<file path="config.mk">
export PLATFORM = sky130hd
export DESIGN_NAME = byte_serializer
export DESIGN_NICKNAME = d
export VERILOG_FILES = /design/src/rtl/serdes_pkg.sv /design/src/rtl/mux_8x1.sv /design/src/rtl/byte_serializer.sv
export SDC_FILE = /design/constraint.sdc
export NUM_CORES = 1
export LEC_CHECK = 0
export ABC_AREA = 0
export ABC_CLOCK_PERIOD_IN_PS = 3000
export CAP_MARGIN = 20
export CORE_MARGIN = 2
export CORE_UTILIZATION = 30
export DETAILED_ROUTE_END_ITERATION = 16
export DONT_BUFFER_PORTS = 1
export SETUP_SLACK_MARGIN = 0.4
export SLEW_MARGIN = 20
export SYNTH_ARGS = -nofsm -noshare
export SYNTH_HDL_FRONTEND = slang
export SYNTH_SLANG_ARGS = --single-unit
</file>
<file path="constraint.sdc">
create_clock -name clk -period 3 [get_ports clk]
set_input_delay 0.3 -clock clk [delete_from_list [all_inputs] [get_ports clk]]
set_output_delay 0.3 -clock clk [all_outputs]
set_load 0.02 [all_outputs]
</file>
<file path="src/rtl/serdes_pkg.sv">
// Shared widths and state encoding for the byte serializer datapath.
package serdes_pkg;

    localparam int unsigned WORD_W = 8;
    localparam int unsigned IDX_W  = 3;

    typedef enum logic [0:0] {
        IDLE,
        SHIFT
    } ser_state_t;

endpackage

</file>
<file path="src/rtl/mux_8x1.sv">
// Eight-to-one bit selector; y follows i[s].
module mux_8x1
    import serdes_pkg::*;
(
    input  logic [WORD_W-1:0] i,
    input  logic [IDX_W-1:0]  s,
    output logic              y
);

    always_comb begin
        y = i[s];
    end

endmodule

</file>
<file path="src/rtl/byte_serializer.sv">
// Parallel-in/serial-out stage: captures one byte per load handshake and emits it one bit per
// accepted beat with valid/last framing.
module byte_serializer
    import serdes_pkg::*;
#(
    parameter bit MSB_FIRST  = 1'b0,
    parameter bit IDLE_LEVEL = 1'b0
) (
    input  logic              clk,
    input  logic              rst,
    input  logic              load_valid,
    input  logic [WORD_W-1:0] load_data,
    output logic              load_ready,
    output logic              ser_out,
    output logic              ser_valid,
    output logic              ser_last,
    input  logic              ser_ready,
    output logic              busy
);

    localparam logic [IDX_W-1:0] FIRST_IDX = MSB_FIRST ? IDX_W'(WORD_W - 1) : '0;
    localparam logic [IDX_W-1:0] LAST_IDX  = MSB_FIRST ? '0 : IDX_W'(WORD_W - 1);

    ser_state_t        state_q;
    logic [WORD_W-1:0] hold_q;
    logic [IDX_W-1:0]  idx_q;
    logic              in_shift;
    logic              mux_y;
    logic              load_accept;
    logic              beat_accept;

    mux_8x1 u_mux (
        .i (hold_q),
        .s (idx_q),
        .y (mux_y)
    );

    // Outputs are forced quiet while rst is asserted, not just after the reset edge.
    always_comb begin
        in_shift    = (state_q == SHIFT) && !rst;
        ser_valid   = in_shift;
        busy        = in_shift;
        ser_last    = in_shift && (idx_q == LAST_IDX);
        ser_out     = in_shift ? mux_y : IDLE_LEVEL;
        load_ready  = !rst && ((state_q == IDLE) || (ser_last && ser_ready));
        load_accept = load_valid && load_ready;
        beat_accept = ser_valid && ser_ready;
    end

    always_ff @(posedge clk) begin
        if (rst) begin
            state_q <= IDLE;
            hold_q  <= '0;
            idx_q   <= '0;
        end else if (load_accept) begin
            // Covers both IDLE capture and the zero-bubble reload on the final beat.
            state_q <= SHIFT;
            hold_q  <= load_data;
            idx_q   <= FIRST_IDX;
        end else if (beat_accept) begin
            if (ser_last) begin
                state_q <= IDLE;
            end else if (MSB_FIRST) begin
                idx_q <= idx_q - IDX_W'(1);
            end else begin
                idx_q <= idx_q + IDX_W'(1);
            end
        end
    end

endmodule

</file>
== Word level (Yosys, flattened, before mapping) ==
Index checks and enable logic that the tools add are counted.
Storage, ports and cells
  flip-flop bits (word level): 12
  output and inout bits: 5
Operators by class
  add/sub/neg operators: 1
  $lt $le $gt $ge: 1
  equality and inequality tests: 1
  multiplexer cells: 6
  bitwise operators: 2
  reductions and logical operators: 13
Operators with widths (count)
  1-bit logical AND: 6
  1-bit 2-to-1 mux: 5
  3-bit by 4-bit < comparator with 1-bit output (second input constant): 1
  2-bit AND reduction: 2
  2-bit nonzero test: 2
  3-bit by 1-bit adder with 3-bit output (second input constant): 1
  1-bit binary-select mux with 3-bit select: 1
  3-bit equality test (second input constant): 1
  1-bit inverter: 2
  2-bit OR reduction: 1
  1-bit logical NOT: 1
  1-bit logical OR: 1

== Logic depth before layout (Yosys ltp) ==
  word-level depth: 9
  depth in mapped cells: 6
  depth with buffers taken out: 5

== By module ==
From an unflattened synthesis, not the netlist that was laid out.
Unflattened totals
  cell total of the unflattened synthesis: 51
  area total of the unflattened synthesis: 664.4 um^2
By module, submodules not included
  byte_serializer: times used 1, cells an instance 48, area an instance 600.6 um^2, seq. area each 240.2 um^2
  mux_8x1: times used 1, cells an instance 3, area an instance 63.8 um^2, seq. area each 0.0 um^2

== Worst setup path before layout ==
Ideal clock, no wire load.
  path kind: flip-flop to flip-flop
  from: register idx_q[1]
  to: register hold_q[0]
  library setup time: 0.121 ns
  arrival time: 1.491 ns
  required time: 2.879 ns
  slack: 1.388 ns
  cell stages (with the launch flop): 7
  buffers on the path: 1
  cells stage by stage: dfxtp_1 ha_1 ha_1 a21boi_2 nor3b_2 buf_6 mux2_2
On the way
  longest elaborated chain between the ends: 6
RTL lines
  from (decl): RTL line byte_serializer.sv:26  | logic [IDX_W-1:0] idx_q;
  from (signal assigned): RTL line byte_serializer.sv:64  | idx_q <= idx_q - IDX_W'(1);
  from (signal assigned): RTL line byte_serializer.sv:66  | idx_q <= idx_q + IDX_W'(1);
  3-bit equality test: RTL line byte_serializer.sv:43  | ser_last = in_shift && (idx_q == LAST_IDX);
  1-bit logical AND: RTL line byte_serializer.sv:43
  1-bit logical AND: RTL line byte_serializer.sv:45  | load_ready = !rst && ((state_q == IDLE) || (ser_last && ser_ready));
  1-bit logical OR: RTL line byte_serializer.sv:45
  1-bit logical AND: RTL line byte_serializer.sv:45
  1-bit logical AND: RTL line byte_serializer.sv:46  | load_accept = load_valid && load_ready;
  to (signal assigned): RTL line byte_serializer.sv:58  | hold_q <= load_data;
  to (decl): RTL line byte_serializer.sv:25  | logic [WORD_W-1:0] hold_q;
No other way between the ends.
A chain may end at the register's enable or synchronous reset.

== Worst setup path in the final report ==
  from: register idx_q[1]
  to: register hold_q[3]
The elaborated chain is that of the path after synthesis.

==> impl_metrics.py <==
metrics = {
    "timing": {
        "hold_slack_ns": 0.0975,
        "timing.final.crit_share_pct": 68.9,
        "layout_min_cycle_time_ns": 2.07,
        "fmax_ghz": 0.484,
        "rsz0062_at_grt": "false",
        "worst_slew_pin_slew_ns": 0.792,
        "slew_violations": 0,
        "slew_headroom_pct": 47.0,
        "fin_worst_skew_ns": 0.00295,
        "finalSetupViolations": 0,
        "finalHoldViolations": 0,
        "fin_tns_setup_ns": 0,
        "fin_ws_ns": 0.932,
    },
    "cells_and_area": {
        "drive_above_1_share_pct": 28.6,
        "synthToLayoutAreaGrowth_pct": 8.90,
        "antenna_cells": 0,
        "finish.instance_area_sq_um": 658,
        "finalCoreUtilization_pct": 34.2,
        "final_cell_mix": "dfxtp_1, mux2_2, nor2b_1, nor2_1, mux2i_1",
        "nNetsFinal": 71,
        "final_cells": 83,
        "layout_commonest_cell": "dfxtp_1",
        "n_fill_cell": 214,
    },
    "routing": {
        "vias": 370,
        "drtIter0Drc": 5,
        "postRouteAntennaNets": 0,
        "viasPerCell": 4.46,
        "finalWirelength_um": 936,
        "drc": 0,
        "wl_per_cell_um": 11.3,
        "drt-pass1-iter-count": 4,
    },
    "synthesis": {
        "netlist-cell-type-count": 20,
        "synth_warnings": 0,
        "synth_area_sq_um": 604,
        "ys_ff_latch": 12,
        "synthTopCellsByArea": "dfxtp_1, mux2_2, nor2b_1",
        "synth_top_area_share_pct": 39.8,
        "synthCells": 54,
        "syn_avg_cell_area_sq_um": 11.2,
        "seq_area_frac_synth_pct": 39.8,
        "synth_nets": 68,
        "yosysTopAreaCell": "dfxtp_1",
    },
    "power_and_ir_drop": {
        "p_comb_share_pct": 9.5,
        "switchingPower_mw": 0.0691,
        "switching_share_pct": 21.0,
        "intPower_mw": 0.260,
        "power.total_mw": 0.329,
        "power_frac_seq_pct": 52.6,
        "cellLeakagePower_nw": 0.260,
        "vdd_drop_max_uv": 221,
        "cellPowerDensity_nw_per_um2": 500,
        "p_clk_share_pct": 37.9,
    },
    "cts": {
        "cts-root-buf": "clkbuf_4",
        "htree_num_levels": 1,
        "cts_setup_buffers": 0,
        "cts_tree": "done",
        "ctsResizeCount": 0,
        "clockBufferDepth": 2,
        "insertion_delay_ns": 0.27,
        "numCtsBuffers": 3,
        "hold_buffers": 0,
        "clk_pin_slew_ns": 0.07,
        "cts_sinks": 12,
    },
    "place": {
        "post-place-ws_ns": 0.913,
        "place_inst": 79,
        "routabilityCongestion": 0.684,
        "placed_cell_area_sq_um": 622,
        "post-dp-hpwl_um": 728,
        "place.port_buffers": 0,
    },
    "critical_path": {
        "start_kind": "flop",
        "crit_required_ns": 3.16,
        "path_class": "reg -> reg",
        "cp.arrival_ns": 2.23,
        "end_kind": "flop",
        "path_max_fanout": 11,
    },
    "grt": {
        "grt_max_degree": 17,
        "grt-busiest-layer": "met2",
        "grt.met3_usage_pct": 3.99,
        "grt_use_met1_pct": 10.4,
        "grt_first_pass_wirelength_mm": 1.68,
        "globalRouteOverflowTotal": 0,
        "grt_usage_pct": 9.30,
        "antenna_found_initial": 0,
        "grt_pass1_vias": 401,
        "grt_use_met2_pct": 13.9,
    },
    "die": {
        "die_y_um": 48.9,
        "dieArea_sq_um": 2390,
        "die_w_um": 48.9,
        "ios": 17,
        "start_util_pct": 31.4,
        "core_sq_um": 1920,
        "rows": 16,
    },
    "hold_path": {
        "min_path_type": "in -> reg",
    },
    "outcome": {
        "status": "completed",
    },
    "run": {
        "cap_violations": 0,
    },
}
## per-layer routing
layer,part of all wire (%),vias up,wire (um)
met5,0,-,0
met4,1.5,0,14
met3,6.9,2,65
met2,47,11,436
met1,45,165,420
li1,-,192,-
## flip-flops by register name, summed over array words and instances, names as in the netlist
name / count
hold_q: 8
state_q: 1
idx_q: 3
## power by group through the flow
stage,clock network (mW),logic (mW),registers (mW)
global route,0.136,0.0348,0.174
CTS,0.132,0.0317,0.173
floorplan,0,0.0316,0.175
finish,0.125,0.0313,0.173
global placement,0,0.0311,0.177
detailed placement,0,0.0316,0.177
## cells by family (layout without fill, tap and decap cells)
group / after synthesis / count (layout) / synth area share, %
compound gates: 1 / 1 / 1.86
mux: 13 / 13 / 25.3
xor+xnor: 1 / 1 / 1.45
buf+inv: 3 / 5 / 3.93
flops: 12 / 12 / 39.8
fa+ha+maj: 2 / 2 / 4.14
simple gates: 22 / 22 / 23.6
## worst max-delay path, cell delays in order, from the launching register on
cell and delay (ns):
dfxtp_1 0.43, ha_1 0.18, ha_1 0.19, a21boi_2 0.09, nor3b_2 0.65, mux2_2 0.41
## cell usage after synthesis
| cell | n |
|---|---|
| a21boi_2 | 1 |
| and2_1 | 1 |
| and2b_1 | 2 |
| and4b_1 | 1 |
| and4bb_1 | 1 |
| buf_2 | 1 |
| buf_4 | 1 |
| buf_6 | 1 |
| dfxtp_1 | 12 |
| ha_1 | 2 |
| mux2_2 | 8 |
| mux2i_1 | 4 |
| mux4_2 | 1 |
| nand3_1 | 1 |
| nand3b_1 | 1 |
| nor2_1 | 4 |
| nor2b_1 | 7 |
| nor3_1 | 3 |
| nor3b_2 | 1 |
| xnor2_1 | 1 |
## layout make-up
class                           count  area, sq um  area share (%)
Timing Repair Buffer                1         7.51            1.14
Sequential cell                    12          240            36.5
Clock buffer                        4         36.3            5.51
Tap cell                           27         33.8            5.13
Multi-Input combinational cell     39          340            51.7
## worst paths after layout
check | start | end | slack [ns] | cells after the start
worst max-delay path | idx_q[1] | hold_q[3] | 0.93 | 5
worst min-delay path | rst | state_q | 0.1 | 1
worst min register to register | idx_q[2] | idx_q[2] | 0.58 | 2
worst max register to register | idx_q[1] | hold_q[3] | 0.93 | 5
Power figures use the tool's default switching activity.
